File: config.mk
export PLATFORM = sky130hd
export DESIGN_NAME = alu_share_arbiter_flat
export DESIGN_NICKNAME = d
export VERILOG_FILES = /design/src/rtl/alu_share_arbiter_if.sv /design/src/rtl/alu_share_arbiter.sv /design/src/flat_wrapper.sv
export SDC_FILE = /design/constraint.sdc
export NUM_CORES = 1
export LEC_CHECK = 0
export BUFFER_PORTS_ARGS = -buffer_cell sky130_fd_sc_hd__buf_2
export CAP_MARGIN = 15
export CORE_AREA = 3 3 121 123
export CTS_CLUSTER_DIAMETER = 60
export CTS_CLUSTER_SIZE = 14
export DETAILED_ROUTE_END_ITERATION = 16
export DIE_AREA = 0 0 124 126
export PLACE_DENSITY = 0.73
export SLEW_MARGIN = 25
export SYNTH_ARGS = -nofsm -noshare
export SYNTH_HDL_FRONTEND = slang
export SYNTH_SLANG_ARGS = --single-unit
File: constraint.sdc
create_clock -name clk -period 2.1 [get_ports clk]
set_clock_uncertainty 0.15 [all_clocks]
set_input_delay 0.42 -clock clk [delete_from_list [all_inputs] [get_ports clk]]
set_output_delay 0.42 -clock clk [all_outputs]
set_load 0.01 [all_outputs]
File: src/rtl/alu_share_arbiter_if.sv
// Request/response and ALU-side signals of alu_share_arbiter, bundled with
// master (requesters + ALU) and slave (arbiter) views.
interface alu_share_arbiter_if #(
  parameter int DATA_WIDTH    = 32,
  parameter int OPCODE_LENGTH = 4
);
  // request channel, bit i / field i = requester i
  logic [1:0]               req_valid;
  logic [1:0]               req_ready;
  logic [DATA_WIDTH-1:0]    req0_a;
  logic [DATA_WIDTH-1:0]    req0_b;
  logic [OPCODE_LENGTH-1:0] req0_op;
  logic [DATA_WIDTH-1:0]    req1_a;
  logic [DATA_WIDTH-1:0]    req1_b;
  logic [OPCODE_LENGTH-1:0] req1_op;

  // response channel
  logic [1:0]               resp_valid;
  logic [1:0]               resp_ready;
  logic [DATA_WIDTH-1:0]    resp0_result;
  logic [DATA_WIDTH-1:0]    resp1_result;
  logic [1:0]               resp_err;

  // shared combinational ALU
  logic [DATA_WIDTH-1:0]    alu_src_a;
  logic [DATA_WIDTH-1:0]    alu_src_b;
  logic [OPCODE_LENGTH-1:0] alu_op;
  logic [DATA_WIDTH-1:0]    alu_result;

  modport master (
    output req_valid, req0_a, req0_b, req0_op, req1_a, req1_b, req1_op,
    output resp_ready, alu_result,
    input  req_ready, resp_valid, resp0_result, resp1_result, resp_err,
    input  alu_src_a, alu_src_b, alu_op
  );

  modport slave (
    input  req_valid, req0_a, req0_b, req0_op, req1_a, req1_b, req1_op,
    input  resp_ready, alu_result,
    output req_ready, resp_valid, resp0_result, resp1_result, resp_err,
    output alu_src_a, alu_src_b, alu_op
  );
endinterface

File: src/rtl/alu_share_arbiter.sv
// Round-robin sharing of one combinational ALU between two requesters, with a
// one-entry response buffer each. Define ALU_SHARE_OPCHECK_EN to reject illegal opcodes.
module alu_share_arbiter #(
  parameter int DATA_WIDTH    = 32,
  parameter int OPCODE_LENGTH = 4
) (
  input logic               clk,
  input logic               rst_n,
  alu_share_arbiter_if.slave bus
);

  typedef logic [DATA_WIDTH-1:0]    data_t;
  typedef logic [OPCODE_LENGTH-1:0] op_t;

`ifdef ALU_SHARE_OPCHECK_EN
  localparam bit OPCHECK = 1'b1;
`else
  localparam bit OPCHECK = 1'b0;
`endif

  localparam op_t OP_AND = op_t'(4'b0000);
  localparam op_t OP_OR  = op_t'(4'b0001);
  localparam op_t OP_ADD = op_t'(4'b0010);
  localparam op_t OP_SUB = op_t'(4'b0011);
  localparam op_t OP_EQ  = op_t'(4'b1000);
  localparam op_t OP_XOR = op_t'(4'b1001);
  localparam op_t OP_SLT = op_t'(4'b1100);

  function automatic logic op_legal(input op_t op);
    return op inside {OP_AND, OP_OR, OP_ADD, OP_SUB, OP_EQ, OP_XOR, OP_SLT};
  endfunction

  data_t      req_a   [2];
  data_t      req_b   [2];
  op_t        req_op  [2];

  logic [1:0] slot_free;
  logic [1:0] eligible;
  logic       grant_vld;
  logic       grant_idx;
  logic [1:0] accept;
  logic       op_ok;
  data_t      result_in;

  logic       rr_ptr_q,     rr_ptr_d;
  logic [1:0] resp_valid_q, resp_valid_d;
  logic [1:0] resp_err_q,   resp_err_d;
  data_t      resp_result_q [2];
  data_t      resp_result_d [2];

  // NOTE: every always_comb output gets a default first so no path leaves a latch.
  always_comb begin
    req_a[0]  = bus.req0_a;
    req_b[0]  = bus.req0_b;
    req_op[0] = bus.req0_op;
    req_a[1]  = bus.req1_a;
    req_b[1]  = bus.req1_b;
    req_op[1] = bus.req1_op;

    // A full buffer that drains this cycle can take a new result on the same edge.
    slot_free = ~resp_valid_q | bus.resp_ready;
    eligible  = bus.req_valid & slot_free & {2{rst_n}};

    grant_idx = 1'b0;
    unique case (eligible)
      2'b01:   grant_idx = 1'b0;
      2'b10:   grant_idx = 1'b1;
      2'b11:   grant_idx = rr_ptr_q;
      default: grant_idx = 1'b0;
    endcase
    grant_vld = |eligible;
    accept    = grant_vld ? (grant_idx ? 2'b10 : 2'b01) : 2'b00;

    // Without the opcode check every op is forwarded and resp_err stays 0.
    op_ok     = !OPCHECK || op_legal(req_op[grant_idx]);

    bus.alu_src_a = '0;
    bus.alu_src_b = '0;
    bus.alu_op    = '0;
    if (grant_vld && op_ok) begin
      bus.alu_src_a = req_a[grant_idx];
      bus.alu_src_b = req_b[grant_idx];
      bus.alu_op    = req_op[grant_idx];
    end
    result_in = op_ok ? bus.alu_result : '0;
  end

  always_comb begin
    rr_ptr_d = grant_vld ? ~grant_idx : rr_ptr_q;
    for (int i = 0; i < 2; i++) begin
      resp_valid_d[i]  = resp_valid_q[i];
      resp_err_d[i]    = resp_err_q[i];
      resp_result_d[i] = resp_result_q[i];
      if (accept[i]) begin
        resp_valid_d[i]  = 1'b1;
        resp_err_d[i]    = ~op_ok;
        resp_result_d[i] = result_in;
      end else if (bus.resp_ready[i]) begin
        resp_valid_d[i]  = 1'b0;
        resp_err_d[i]    = 1'b0;
      end
    end
  end

  // NOTE: state updates use <= so all flops sample the same pre-edge values.
  always_ff @(posedge clk or negedge rst_n) begin
    if (!rst_n) begin
      rr_ptr_q      <= 1'b0;
      resp_valid_q  <= '0;
      resp_err_q    <= '0;
      // NOTE: the result buffers are reset too, so outputs read 0 straight out of reset.
      resp_result_q <= '{default: '0};
    end else begin
      rr_ptr_q      <= rr_ptr_d;
      resp_valid_q  <= resp_valid_d;
      resp_err_q    <= resp_err_d;
      resp_result_q <= resp_result_d;
    end
  end

  assign bus.req_ready    = accept;
  assign bus.resp_valid   = resp_valid_q;
  assign bus.resp_err     = resp_err_q;
  assign bus.resp0_result = resp_result_q[0];
  assign bus.resp1_result = resp_result_q[1];

endmodule

File: src/flat_wrapper.sv
// flat-port wrapper written by rule: the top's interface ports become plain ports
module alu_share_arbiter_flat 
#(
  parameter int DATA_WIDTH    = 32,
  parameter int OPCODE_LENGTH = 4
)
  (clk, rst_n, bus_req_valid, bus_req0_a, bus_req0_b, bus_req0_op, bus_req1_a, bus_req1_b, bus_req1_op, bus_resp_ready, bus_alu_result, bus_req_ready, bus_resp_valid, bus_resp0_result, bus_resp1_result, bus_resp_err, bus_alu_src_a, bus_alu_src_b, bus_alu_op);
  alu_share_arbiter_if #(.DATA_WIDTH(DATA_WIDTH), .OPCODE_LENGTH(OPCODE_LENGTH)) bus_i ();
  input logic clk;
  input logic rst_n;
  input wire logic [$bits(bus_i.req_valid)-1:0] bus_req_valid;
  input wire logic [$bits(bus_i.req0_a)-1:0] bus_req0_a;
  input wire logic [$bits(bus_i.req0_b)-1:0] bus_req0_b;
  input wire logic [$bits(bus_i.req0_op)-1:0] bus_req0_op;
  input wire logic [$bits(bus_i.req1_a)-1:0] bus_req1_a;
  input wire logic [$bits(bus_i.req1_b)-1:0] bus_req1_b;
  input wire logic [$bits(bus_i.req1_op)-1:0] bus_req1_op;
  input wire logic [$bits(bus_i.resp_ready)-1:0] bus_resp_ready;
  input wire logic [$bits(bus_i.alu_result)-1:0] bus_alu_result;
  output wire logic [$bits(bus_i.req_ready)-1:0] bus_req_ready;
  output wire logic [$bits(bus_i.resp_valid)-1:0] bus_resp_valid;
  output wire logic [$bits(bus_i.resp0_result)-1:0] bus_resp0_result;
  output wire logic [$bits(bus_i.resp1_result)-1:0] bus_resp1_result;
  output wire logic [$bits(bus_i.resp_err)-1:0] bus_resp_err;
  output wire logic [$bits(bus_i.alu_src_a)-1:0] bus_alu_src_a;
  output wire logic [$bits(bus_i.alu_src_b)-1:0] bus_alu_src_b;
  output wire logic [$bits(bus_i.alu_op)-1:0] bus_alu_op;
  assign bus_i.req_valid = bus_req_valid;
  assign bus_i.req0_a = bus_req0_a;
  assign bus_i.req0_b = bus_req0_b;
  assign bus_i.req0_op = bus_req0_op;
  assign bus_i.req1_a = bus_req1_a;
  assign bus_i.req1_b = bus_req1_b;
  assign bus_i.req1_op = bus_req1_op;
  assign bus_i.resp_ready = bus_resp_ready;
  assign bus_i.alu_result = bus_alu_result;
  assign bus_req_ready = bus_i.req_ready;
  assign bus_resp_valid = bus_i.resp_valid;
  assign bus_resp0_result = bus_i.resp0_result;
  assign bus_resp1_result = bus_i.resp1_result;
  assign bus_resp_err = bus_i.resp_err;
  assign bus_alu_src_a = bus_i.alu_src_a;
  assign bus_alu_src_b = bus_i.alu_src_b;
  assign bus_alu_op = bus_i.alu_op;
  alu_share_arbiter #(.DATA_WIDTH(DATA_WIDTH), .OPCODE_LENGTH(OPCODE_LENGTH)) u_core (.clk(clk), .rst_n(rst_n), .bus(bus_i));
endmodule
==> out/results.ini <==
[sta]
worst_slack_ns=-0.211
min_period_ns=2.31
period_share_pct=110
fmax_mhz=433
tightest_slew_ns=0.713
relSlewSlack_pct=52.5
hold_viol_final=0
slew_viol_final=0
setup_viol=68
final.setup.tns_ns=-10.92
rsz0062_at_grt=true

[hold_path]
whs_endpoint=u_core.bus.resp1_result[4]
hold_start=bus_alu_result[4]
min_path_type=in2reg
holdPathStages=2

[drt]
drt_wl_total_microns=15800
route.antenna.remaining_nets=0
dr.pass1.iters=5
avgRoutedWirePerCell_microns=17.7
first_iter_violations=192
vias=4225
drc=0
vias_per_cell=4.74

[worst_setup_path]
crit_arrival_ns=1.74
slowest_stage=dfrtp_1
cp-start-kind=flop
slowest_delay_ns=0.39
critPathCaptureType=primary output
r2r_cells=6
path_cells=nand2b_4 > a211o_4 > buf_12 > o22ai_1 > buf_2
crit_required_ns=1.53
r2r-start=u_core.bus.resp_valid[1]
rrSetupSlack_ns=0.13
crit_fanout=34
criticalPathCategory=reg2out
crit-reg2reg-capture=u_core.bus.resp1_result[21]

[floorplan]
die_x_microns=124
die-area_sq_um=15600
io_pins=312
coreArea_sq_um=13800
fp.dieH_microns=126
start_util_pct=27.8
rows=43

[final_layout]
nets=880
multi_input_area_sq_um=2220
register_area_sq_um=1680
area_growth_syn_to_layout_pct=68.9
final_cell_mix=306 x buf_2, 138 x nand2_1, 67 x dfrtp_1
final_util_pct=47.0
layout_commonest_cell=buf_2
nFillCells=1346
drive_gt1_share_pct=64.5

[power]
internal_power_uw=3850
peakVddDrop_uv=395
power-per-cell-area_nw_per_um2=868
p_leak_uw=0.00335
sw_frac_of_total_pct=31.5
seq_power_share_pct=33.0
power_frac_comb_pct=38.6
power_switching_uw=1770
clock_power_share_pct=28.4

[logic_synthesis]
synthCells=392
synth.avg_cell_area_sq_um=9.77
ys_seq_area_share_pct=43.8
syn_area_sq_um=3830
synth_warnings=0
ys_seq_elements=67
synth_cell_types=23

[clock_network]
cts_max_level=3
clockBufferDepth=2
insertion_delay_ns=0.32
clkSlewWorstSetupHoldPaths_ns=0.06
cts_root_buf=clkbuf_16
cts_sinks=67
cts_tree=done
numCtsBuffers=9

[global_routing]
grt_pass1_wl_microns=22200
grt_pass1_vias=4040
globalRouteTotalUtil_pct=18.1
grt_max_degree=68
antenna_found_initial=2
overflow=0

[placed_design]
routabilityCongestion=0.812
dpl.hpwl_microns=11000
portBuffers=309
dp_slack_ns=-0.185

[outcome]
status=finished, violations left
violations=setup timing

[flow_run]
drv_cap=0

[sequential cells by signal, summed over array words and instances (netlist names)]
signal                   cells
u_core.bus.resp1_result     32
u_core.rr_ptr_q              1
u_core.bus.resp_valid        2
u_core.bus.resp0_result     32
[synthesized netlist by cell type]
cell type | instances | area (sq um)
nand2_1 | 139 | 522
o22ai_1 | 68 | 425
dfrtp_1 | 67 | 1680
mux2_4 | 39 | 586
mux2_2 | 22 | 248
clkbuf_1 | 19 | 71.3
buf_2 | 8 | 40.0
buf_6 | 8 | 90.1
mux2_1 | 3 | 33.8
o21ai_0 | 3 | 15.0
buf_1 | 2 | 7.51
buf_4 | 2 | 15.0
nor2b_1 | 2 | 12.5
a211o_1 | 1 | 8.76
a211oi_4 | 1 | 20.0
and2_1 | 1 | 6.26
conb_1 | 1 | 3.75
inv_1 | 1 | 3.75
nand2b_4 | 1 | 13.8
nor2_1 | 1 | 3.75
o211a_1 | 1 | 10.0
o211ai_2 | 1 | 12.5
or2_2 | 1 | 6.26
[cell families after synthesis]
| kind of cell | after synthesis | synth area share (%) |
|---|---|---|
| AOI/OAI and AO/OA | 75 | 12.8 |
| other | 1 | 0.0979 |
| and+or+nand+nor | 145 | 14.7 |
| muxes | 64 | 22.6 |
| buffers and inverters | 40 | 5.94 |
| DFF | 67 | 43.8 |
[how the worst max path moves through the flow]
stage	startpoint	to	slack [ns]	cells after the start
CTS	u_core.bus.resp_valid[1]	bus_alu_op[0]	-0.21	5
detailed placement	bus_resp_ready[1]	bus_alu_op[0]	-0.19	6
global placement	bus_resp_ready[1]	bus_alu_op[0]	-0.18	6
floorplan	u_core.bus.resp_valid[1]	bus_alu_src_b[11]	0.06	6
finish	u_core.bus.resp_valid[0]	bus_alu_src_b[14]	-0.21	5
global route	u_core.bus.resp_valid[0]	bus_alu_src_b[14]	-0.27	5
[per-layer routing]
metal	routed length (microns)	vias to the layer above	GRT usage, %
li1	-	1991	-
met1	6530	1980	24.2
met2	7650	230	29.7
met3	1310	24	3.64
met4	318	0	4.77
met5	0	-	0
[cell type report]
cell class                      instances  area share, %
Multi-Input combinational cell        286           34.3
Timing Repair Buffer                  341           31.3
Sequential cell                        67           25.9
Clock buffer                           11           3.75
Tap cell                              180           3.48
Clock inverter                          4           1.16
Antenna cell                            2         0.0773
Inverter                                1         0.0580
[worst max-delay path, delay by kind of cell (launching register included)]
| kind | cells | cell delay [ns] |
|---|---|---|
| AO/OA/AOI/OAI | 2 | 0.55 |
| buffers and inverters | 2 | 0.36 |
| flip-flops | 1 | 0.39 |
| AND/OR/NAND/NOR | 1 | 0.09 |
[power groups by stage]
stage,clock network (uW),logic [uW],registers (uW)
final,1600,2170,1850
after global routing,1700,2330,1890
after CTS,1630,2070,1850
after detailed placement,0,1900,1860
after global placement,0,1870,1850
after floorplan,0,880,2020
[per-stage QoR]
step | hold WS (ns) | total power, uW | instance area, sq um | std cells
after floorplan | -0.0256 | 2900 | 3830 | 393
final | 0.183 | 5620 | 6470 | 892
after CTS | 0.171 | 5560 | 6260 | 885
after global placement | 0.0850 | 3720 | 5620 | 862
after global routing | 0.179 | 5920 | 6470 | 892
after detailed placement | 0.0830 | 3760 | 5620 | 862
[what timing repair did]
item,CTS,global route
gates cloned,3,4
endpoints found under the setup margin,70,68
pin swaps,2,10
resized for setup,34,18
hold buffers,2,0
buffers inserted,3,1
endpoints found under the hold margin,12,0
(Power assumes the default switching activity.)
